[src/rtl/vga_text_console.sv]
// Character-stream front end for the VGA text VRAM.
// Accepts bytes over valid/ready, tracks a hardware cursor and turns each byte
// into Wishbone write cycles to the data (ADR {2'b01,idx}) and colour
// (ADR {2'b10,idx}) windows, including line wrap, row clear and screen clear.
module vga_text_console #(
    parameter int unsigned COLS       = 80,
    parameter int unsigned ROWS       = 60,
    parameter int unsigned IDX_W      = 13,
    parameter logic [7:0]  CLEAR_CHAR = 8'h20,
    parameter bit          INIT_CLEAR = 1'b0
) (
    input  logic        CLK_I,
    input  logic        RST_I,
    input  logic        char_valid,
    input  logic [7:0]  char_data,
    output logic        char_ready,
    input  logic [7:0]  colour_in,
    output logic        busy,
    output logic [6:0]  cursor_col,
    output logic [5:0]  cursor_row,
    output logic [14:0] ADR_O,
    output logic [7:0]  DAT_O,
    output logic        CYC_O,
    output logic        STB_O,
    output logic        WE_O,
    input  logic        ACK_I
);

    localparam logic [IDX_W-1:0] COLS_W    = IDX_W'(COLS);
    localparam logic [IDX_W-1:0] ROW_SPAN  = IDX_W'(COLS - 1);
    localparam logic [IDX_W-1:0] LAST_CELL = IDX_W'(COLS * ROWS - 1);
    localparam logic [IDX_W-1:0] IDX_ONE   = IDX_W'(1);
    localparam logic [6:0]       LAST_COL  = 7'(COLS - 1);
    localparam logic [5:0]       LAST_ROW  = 6'(ROWS - 1);

    typedef enum logic [2:0] {
        StIdle,
        StWrData,
        StWrCol,
        StAdvance,
        StClrData,
        StClrCol,
        StClrNext,
        StClrScreen
    } state_e;

    state_e           state_q;
    logic [6:0]       col_q;
    logic [5:0]       row_q;
    logic [IDX_W-1:0] idx_q;
    logic [IDX_W-1:0] last_q;    // final cell index of the clear in progress
    logic [7:0]       char_q;
    logic [7:0]       attr_q;
    logic [14:0]      adr_q;
    logic [7:0]       dat_q;
    logic             cyc_q;
    logic             stb_q;
    logic             we_q;

    logic [5:0]       row_next;
    logic [IDX_W-1:0] row_next_base;
    logic [IDX_W-1:0] cur_idx;
    logic [14:0]      wr_adr;
    logic [7:0]       wr_dat;
    state_e           wr_next;

    // Cursor arithmetic: wrapped next row, its first cell, and the current cell.
    always_comb begin
        row_next      = (row_q == LAST_ROW) ? 6'd0 : row_q + 6'd1;
        row_next_base = IDX_W'(row_next) * COLS_W;
        cur_idx       = IDX_W'(row_q) * COLS_W + IDX_W'(col_q);
    end

    // Address, data and follow-on state for whichever write state is active.
    always_comb begin
        wr_adr  = {2'b01, idx_q};
        wr_dat  = CLEAR_CHAR;
        wr_next = StClrCol;
        case (state_q)
            StWrData: begin
                wr_dat  = char_q;
                wr_next = StWrCol;
            end
            StWrCol: begin
                wr_adr  = {2'b10, idx_q};
                wr_dat  = attr_q;
                wr_next = StAdvance;
            end
            StClrCol: begin
                wr_adr  = {2'b10, idx_q};
                wr_dat  = attr_q;
                wr_next = StClrNext;
            end
            default: ;
        endcase
    end

    // Control FSM with registered cursor and Wishbone outputs.
    always_ff @(posedge CLK_I) begin
        if (RST_I) begin
            state_q <= INIT_CLEAR ? StClrScreen : StIdle;
            col_q   <= '0;
            row_q   <= '0;
            idx_q   <= '0;
            last_q  <= LAST_CELL;
            char_q  <= '0;
            attr_q  <= '0;
            adr_q   <= '0;
            dat_q   <= '0;
            cyc_q   <= 1'b0;
            stb_q   <= 1'b0;
            we_q    <= 1'b0;
        end else begin
            case (state_q)
                StIdle: begin
                    if (char_valid) begin
                        char_q <= char_data;
                        attr_q <= colour_in;
                        case (char_data)
                            8'h0D: col_q <= '0;
                            8'h08: col_q <= (col_q == 7'd0) ? 7'd0 : col_q - 7'd1;
                            8'h0A: begin
                                col_q   <= '0;
                                row_q   <= row_next;
                                idx_q   <= row_next_base;
                                last_q  <= row_next_base + ROW_SPAN;
                                state_q <= StClrData;
                            end
                            8'h0C: begin
                                col_q   <= '0;
                                row_q   <= '0;
                                idx_q   <= '0;
                                last_q  <= LAST_CELL;
                                state_q <= StClrScreen;
                            end
                            default: begin
                                idx_q   <= cur_idx;
                                state_q <= StWrData;
                            end
                        endcase
                    end
                end
                StAdvance: begin
                    if (col_q < LAST_COL) begin
                        col_q   <= col_q + 7'd1;
                        state_q <= StIdle;
                    end else begin
                        col_q   <= '0;
                        row_q   <= row_next;
                        idx_q   <= row_next_base;
                        last_q  <= row_next_base + ROW_SPAN;
                        state_q <= StClrData;
                    end
                end
                StClrNext: begin
                    if (idx_q == last_q) begin
                        state_q <= StIdle;
                    end else begin
                        idx_q   <= idx_q + IDX_ONE;
                        state_q <= StClrData;
                    end
                end
                // Write states: raise the strobe one cycle after entry, hold
                // address/data until ACK, then drop for at least one cycle.
                default: begin
                    if (!stb_q) begin
                        stb_q <= 1'b1;
                        cyc_q <= 1'b1;
                        we_q  <= 1'b1;
                        adr_q <= wr_adr;
                        dat_q <= wr_dat;
                    end else if (ACK_I) begin
                        stb_q   <= 1'b0;
                        cyc_q   <= 1'b0;
                        we_q    <= 1'b0;
                        state_q <= wr_next;
                    end
                end
            endcase
        end
    end

    assign char_ready = (state_q == StIdle) & ~RST_I;
    assign busy       = (state_q != StIdle);
    assign cursor_col = col_q;
    assign cursor_row = row_q;
    assign ADR_O      = adr_q;
    assign DAT_O      = dat_q;
    assign CYC_O      = cyc_q;
    assign STB_O      = stb_q;
    assign WE_O       = we_q;

endmodule
[config.mk]
export PLATFORM = sky130hd
export DESIGN_NAME = vga_text_console
export DESIGN_NICKNAME = d
export VERILOG_FILES = /design/src/rtl/vga_text_console.sv
export SDC_FILE = /design/constraint.sdc
export NUM_CORES = 1
export LEC_CHECK = 0
export ABC_AREA = 1
export CAP_MARGIN = 20
export CORE_MARGIN = 1
export CORE_UTILIZATION = 30
export DETAILED_ROUTE_END_ITERATION = 10
export GPL_TIMING_DRIVEN = 0
export PLACE_DENSITY = 0.57
export SYNTH_ARGS = -nofsm -noshare
export SYNTH_HDL_FRONTEND = slang
export SYNTH_SLANG_ARGS = --single-unit
[constraint.sdc]
create_clock -name CLK_I -period 7.6 [get_ports CLK_I]
set_input_delay 1.52 -clock CLK_I [delete_from_list [all_inputs] [get_ports CLK_I]]
set_output_delay 1.52 -clock CLK_I [all_outputs]
set_load 0.01 [all_outputs]
; Word level (Yosys, flattened, before mapping)
; Index checks and enable logic that the tools add are counted.
[op_classes]
addsub = 6
n_mul = 2
n_lt_le_gt_ge = 1
eq_ne = 18
muxes = 33
bitwise_logic = 4
reduce_logical = 18
[ops]
columns = operator, count
row1 = $pmux W13 S3, 2
row2 = $mux W13, 5
row3 = $pmux W13 S2, 2
row4 = $eq A8 B4 Y1 const B, 4
row5 = $pmux W7 S2, 2
row6 = $pmux W3 S3, 3
row7 = $pmux W6 S2, 2
row8 = $mux W7, 3
row9 = $mul A6 B3 Y9 const B, 2
row10 = $mux W6, 3
row11 = $pmux W8 S2, 1
row12 = $mux W15, 1
row13 = $mux W3, 5
row14 = $add A13 B1 Y13 const B, 1
row15 = $add A13 B7 Y13, 1
row16 = $add A13 B7 Y13 const B, 1
row17 = $eq A13 B13 Y1, 1
row18 = $ne A2 B2 Y1 const B, 5
row19 = $reduce_and A4 Y1, 2
row20 = $reduce_bool A4 Y1, 2
row21 = $add A7 B1 Y7 const B, 1
row22 = $logic_not A7 Y1, 1
row23 = $lt A7 B7 Y1 const B, 1
row24 = $sub A7 B1 Y7 const B, 1
row25 = 18 further kinds, 30
[totals]
register_bits = 83
inputBits = 20
output_inout_bits = 41
wordCells = 93

; Depth between registers and ports, before layout
[logic_depth]
depth_word = 7
ltp_mapped = 21
depth_no_buf = 21

; Worst setup path before layout
; No wires, ideal clock.
[synth_path]
path_type = in2out
from = in RST_I
to = out char_ready
arrival_ns = 2.206
required_ns = 6.080
path_slack_ns = 3.874
path_stages = 3
path_buffers = 2
path_cell_list = clkbuf_1 clkbuf_1 nor2_1
[synth_via]
elab_chain_cells = 2
[synth_rtl]
columns = element, line
row1 = "start, declared", 13  ; input logic RST_I,
row2 = $not A1 Y1, 183  ; assign char_ready = (state_q == StIdle) & ~RST_I;
row3 = $and A1 B1 Y1, 183
row4 = "end, declared", 16  ; output logic char_ready,
; Every way passes these cells.

; Worst setup path in the final report
; Same ends and word-level chain as after synthesis.

==> run summary <==
======================================================================================
Result of the run ....................................................... finished clean
Static leakage ..........................................................     2.675 nW
Pint ....................................................................     1.197 mW
Clock latency on the worst-skew pair ....................................      0.35 ns
Cells after Synth .......................................................          748
Weighted congestion reported at the end of routability-driven placement .       0.8513
RSZ-0062 raised after global routing ....................................           no
Hold-fix buffer count after cts .........................................            0
Half-perimeter wire length of the detailed placement result .............     11.29 mm
Number of antenna violations at the first check in global routing .......            0
Setup TNS ...............................................................         0 ns
Flip-flop and latch count after synthesis ...............................           79
Global-route wire length before repair ..................................     24.18 mm
Average footprint of a synthesized cell .................................   6.662 um^2
Share of the cycle needed by the critical path after routing ............       61.46%
DRT Pass-1 Iters ........................................................            4
Worst supply voltage drop on vdd ........................................    0.1461 mV
Area occupied by multi-input gates ......................................    2954 um^2
Remaining antenna violation count .......................................            0
Commonest non-fill, non-tap cell in the layout .......................... sky130_fd_sc_hd__nand2_1
Area share of xor/xnor cells in the synthesized design ..................       3.691%
Highest achievable clock rate ...........................................    214.1 MHz
Global Route Usage Sum ..................................................       18.52%
Final min period ........................................................     4.671 ns
Net Switching ...........................................................    0.8633 mW
H-tree level count ......................................................            3
CP Max Fanout ...........................................................           10
Die Y-Extent ............................................................     130.9 um
I/O pins ................................................................           61
Area growth, synth to finish ............................................       23.52%
Worst-case headroom to the max-slew limit ...............................       50.58%
Post-Synth Adder-Cell Area ..............................................       7.231%
Setup clock skew after layout ...........................................  0.009694 ns
Die Area ................................................................   17130 um^2
Clock root buffer master ................................................ sky130_fd_sc_hd__clkbuf_16
Power density over the cells ............................................ 334.8 nW/um^2
Pins over their slew limit ..............................................            0
Fraction of power spent switching nets ..................................       41.90%
Number of global-route vias before repair ...............................         4565
Post-DR wirelength/cell .................................................     14.36 um
Core utilization of the finished layout .................................       38.34%
Share of cell area taken by muxes after synthesis .......................           0%
Pin count of the biggest net entering global routing ....................           14
Share of synthesized cell area in and, or, nand and nor gates ...........       30.40%
Max cap viols ...........................................................            0
Clock sinks .............................................................           79
Part of the Yosys area used for sequential elements .....................       31.73%
Port Buf Inserts ........................................................           58
Register area ...........................................................    1582 um^2
Average via count per standard cell .....................................        4.790
Number of antenna diodes ................................................            0
Data required time at the worst endpoint ................................      6.08 ns
Setup Fix Bufs, Post-CTS ................................................            0
Pin slew with the least headroom to its limit ...........................    0.7413 ns
Std-Cell Rows ...........................................................           46
Path class of the lowest-slack min-delay path ...........................   reg -> reg
TritonCTS clock tree ....................................................        built
CTS resizes .............................................................            0
Grt ovf .................................................................            0
Seq pwr share ...........................................................        29.9%
Synthesized Nets ........................................................          795
Highest-count cells in the layout ignoring fill and taps ................ 169 x sky130_fd_sc_hd__nand2_1, 81 x sky130_fd_sc_hd__nor2_1, 79 x sky130_fd_sc_hd__dfxtp_1
Post-synth cell types ...................................................           41
Violation count after the first detailed-routing iteration ..............          353
Clk pwr share ...........................................................        23.2%
Signal arrival time at the worst endpoint ...............................      3.15 ns
Register clock-pin slew on the reported worst setup and hold paths ......      0.06 ns
Worst Path Class, Setup .................................................    in -> out
Number of failing setup endpoints in the final timing report ............            0
Final Routed Wirelength .................................................     14.90 mm
Final Hold Fails ........................................................            0
Layout cells sized above 1 ..............................................       6.326%
Layout net count ........................................................          864
Launching element type of the critical path ............................. primary input
Combinational family with the most area after synthesis ................. simple AND/OR/NAND/NOR gates
Floorplan die width .....................................................     130.9 um
Synth Area in Compound Gates ............................................       17.95%
Total of fill cells in the finished design ..............................         1727
Post-route DRC ..........................................................            0
Area of the mapped netlist ..............................................    4984 um^2
Kind of end point of the critical path ..................................   output pin
Initial Utilization .....................................................       31.03%
Comb power frac .........................................................        46.9%
CTS Buf Count ...........................................................            9
Deepest clock path buffer count .........................................            2
Area of the core ........................................................   16060 um^2
Vias ....................................................................         4972
Synth warnings ..........................................................            0
======================================================================================
stage by stage:
stage	area, um^2	setup WS (ns)	power, mW	hold slack (ns)	std cells
4_1_cts	6156	2.921	2.072	0.4605	1038
6_report	6156	2.929	2.061	0.4607	1038
3_5_place_dp	5834	2.923	1.582	0.4533	1022
5_1_grt	6156	2.817	2.236	0.4796	1038
3_3_place_gp	5834	2.915	1.586	0.4496	1022
2_1_floorplan	4984	3.874	1.251	0.4406	748
path summary, 6_finish.rpt:
check	start	endpoint	slack, ns	cells past startpoint
max	RST_I	char_ready	2.93	4
min	attr_q[7]$_SDFFE_PP0P_	attr_q[7]$_SDFFE_PP0P_	0.46	2
max reg2reg	cursor_row[0]$_SDFFE_PP0P_	last_q[10]$_SDFFE_PP0P_	4.02	15
min reg2reg	attr_q[7]$_SDFFE_PP0P_	attr_q[7]$_SDFFE_PP0P_	0.46	2
per-layer routing:
layer	global-route usage [%]	vias up	routed length, um
li1	-	2614	-
met1	26.12	2224	7387
met2	28.29	116	6589
met3	3.420	18	655
met4	6.018	0	268
met5	0	-	0
state kept, by name, indices dropped and copies added (netlist names), named ones only:
name,count
attr_q,8
DAT_O,8
state_q,2
cursor_col,7
last_q,9
cursor_row,6
char_q,8
WE_O,1
ADR_O,15
idx_q,13
STB_O,1
cells by family after synthesis:
kind of cell / count (synthesis)
AOI/OAI and AO/OA: 165
xor gates and xnor gates: 21
adders and majority gates: 27
buffers and inverters: 110
DFF: 79
and+or+nand+nor: 346
area by class of cell:
cell class / count / area share (%)
inverter: 86 / 5.285
clock inverter: 5 / 1.280
buffer: 24 / 1.992
sequential: 79 / 25.69
multi-input combinational: 559 / 47.99
tap: 216 / 4.390
clock buffer: 11 / 3.943
timing repair buffer: 58 / 9.431
power by group through the flow:
stage               clock, mW  sequential (mW)  combinational, mW
floorplan                   0            0.626              0.625
global placement            0            0.625              0.961
detailed placement          0            0.624              0.957
CTS                     0.491            0.617              0.964
global route            0.508            0.634               1.09
finish                  0.478            0.617              0.966
worst max-delay path, cell delays in order:
cell                              delay [ns]
sky130_fd_sc_hd__clkbuf_1               0.39
sky130_fd_sc_hd__clkbuf_1               0.62
sky130_fd_sc_hd__nor2_1                 0.11
sky130_fd_sc_hd__clkdlybuf4s50_1        0.50
synthesized netlist by cell type (all sizes together):
cell type,number,area [um^2]
a211oi,1,7.510
a21oi,73,372.9
a22oi,9,67.56
a41oi,1,8.760
and2,1,6.260
buf,11,72.56
clkbuf,13,50.04
clkinv,1,3.750
dfxtp,79,1582
fa,3,60.06
ha,24,300.3
inv,85,321.6
nand2,173,669.4
nand3,67,382.9
nand3b,1,7.510
nand4,8,50.05
nor2,86,345.3
nor3,8,40.04
nor3b,1,7.510
o211ai,3,22.52
o21ai,70,361.6
o22ai,6,37.54
o31ai,1,7.510
o32ai,1,8.760
or2,1,6.260
xnor2,9,78.83
xor2,12,105.1
No activity file was read; power rests on OpenSTA's default activity.
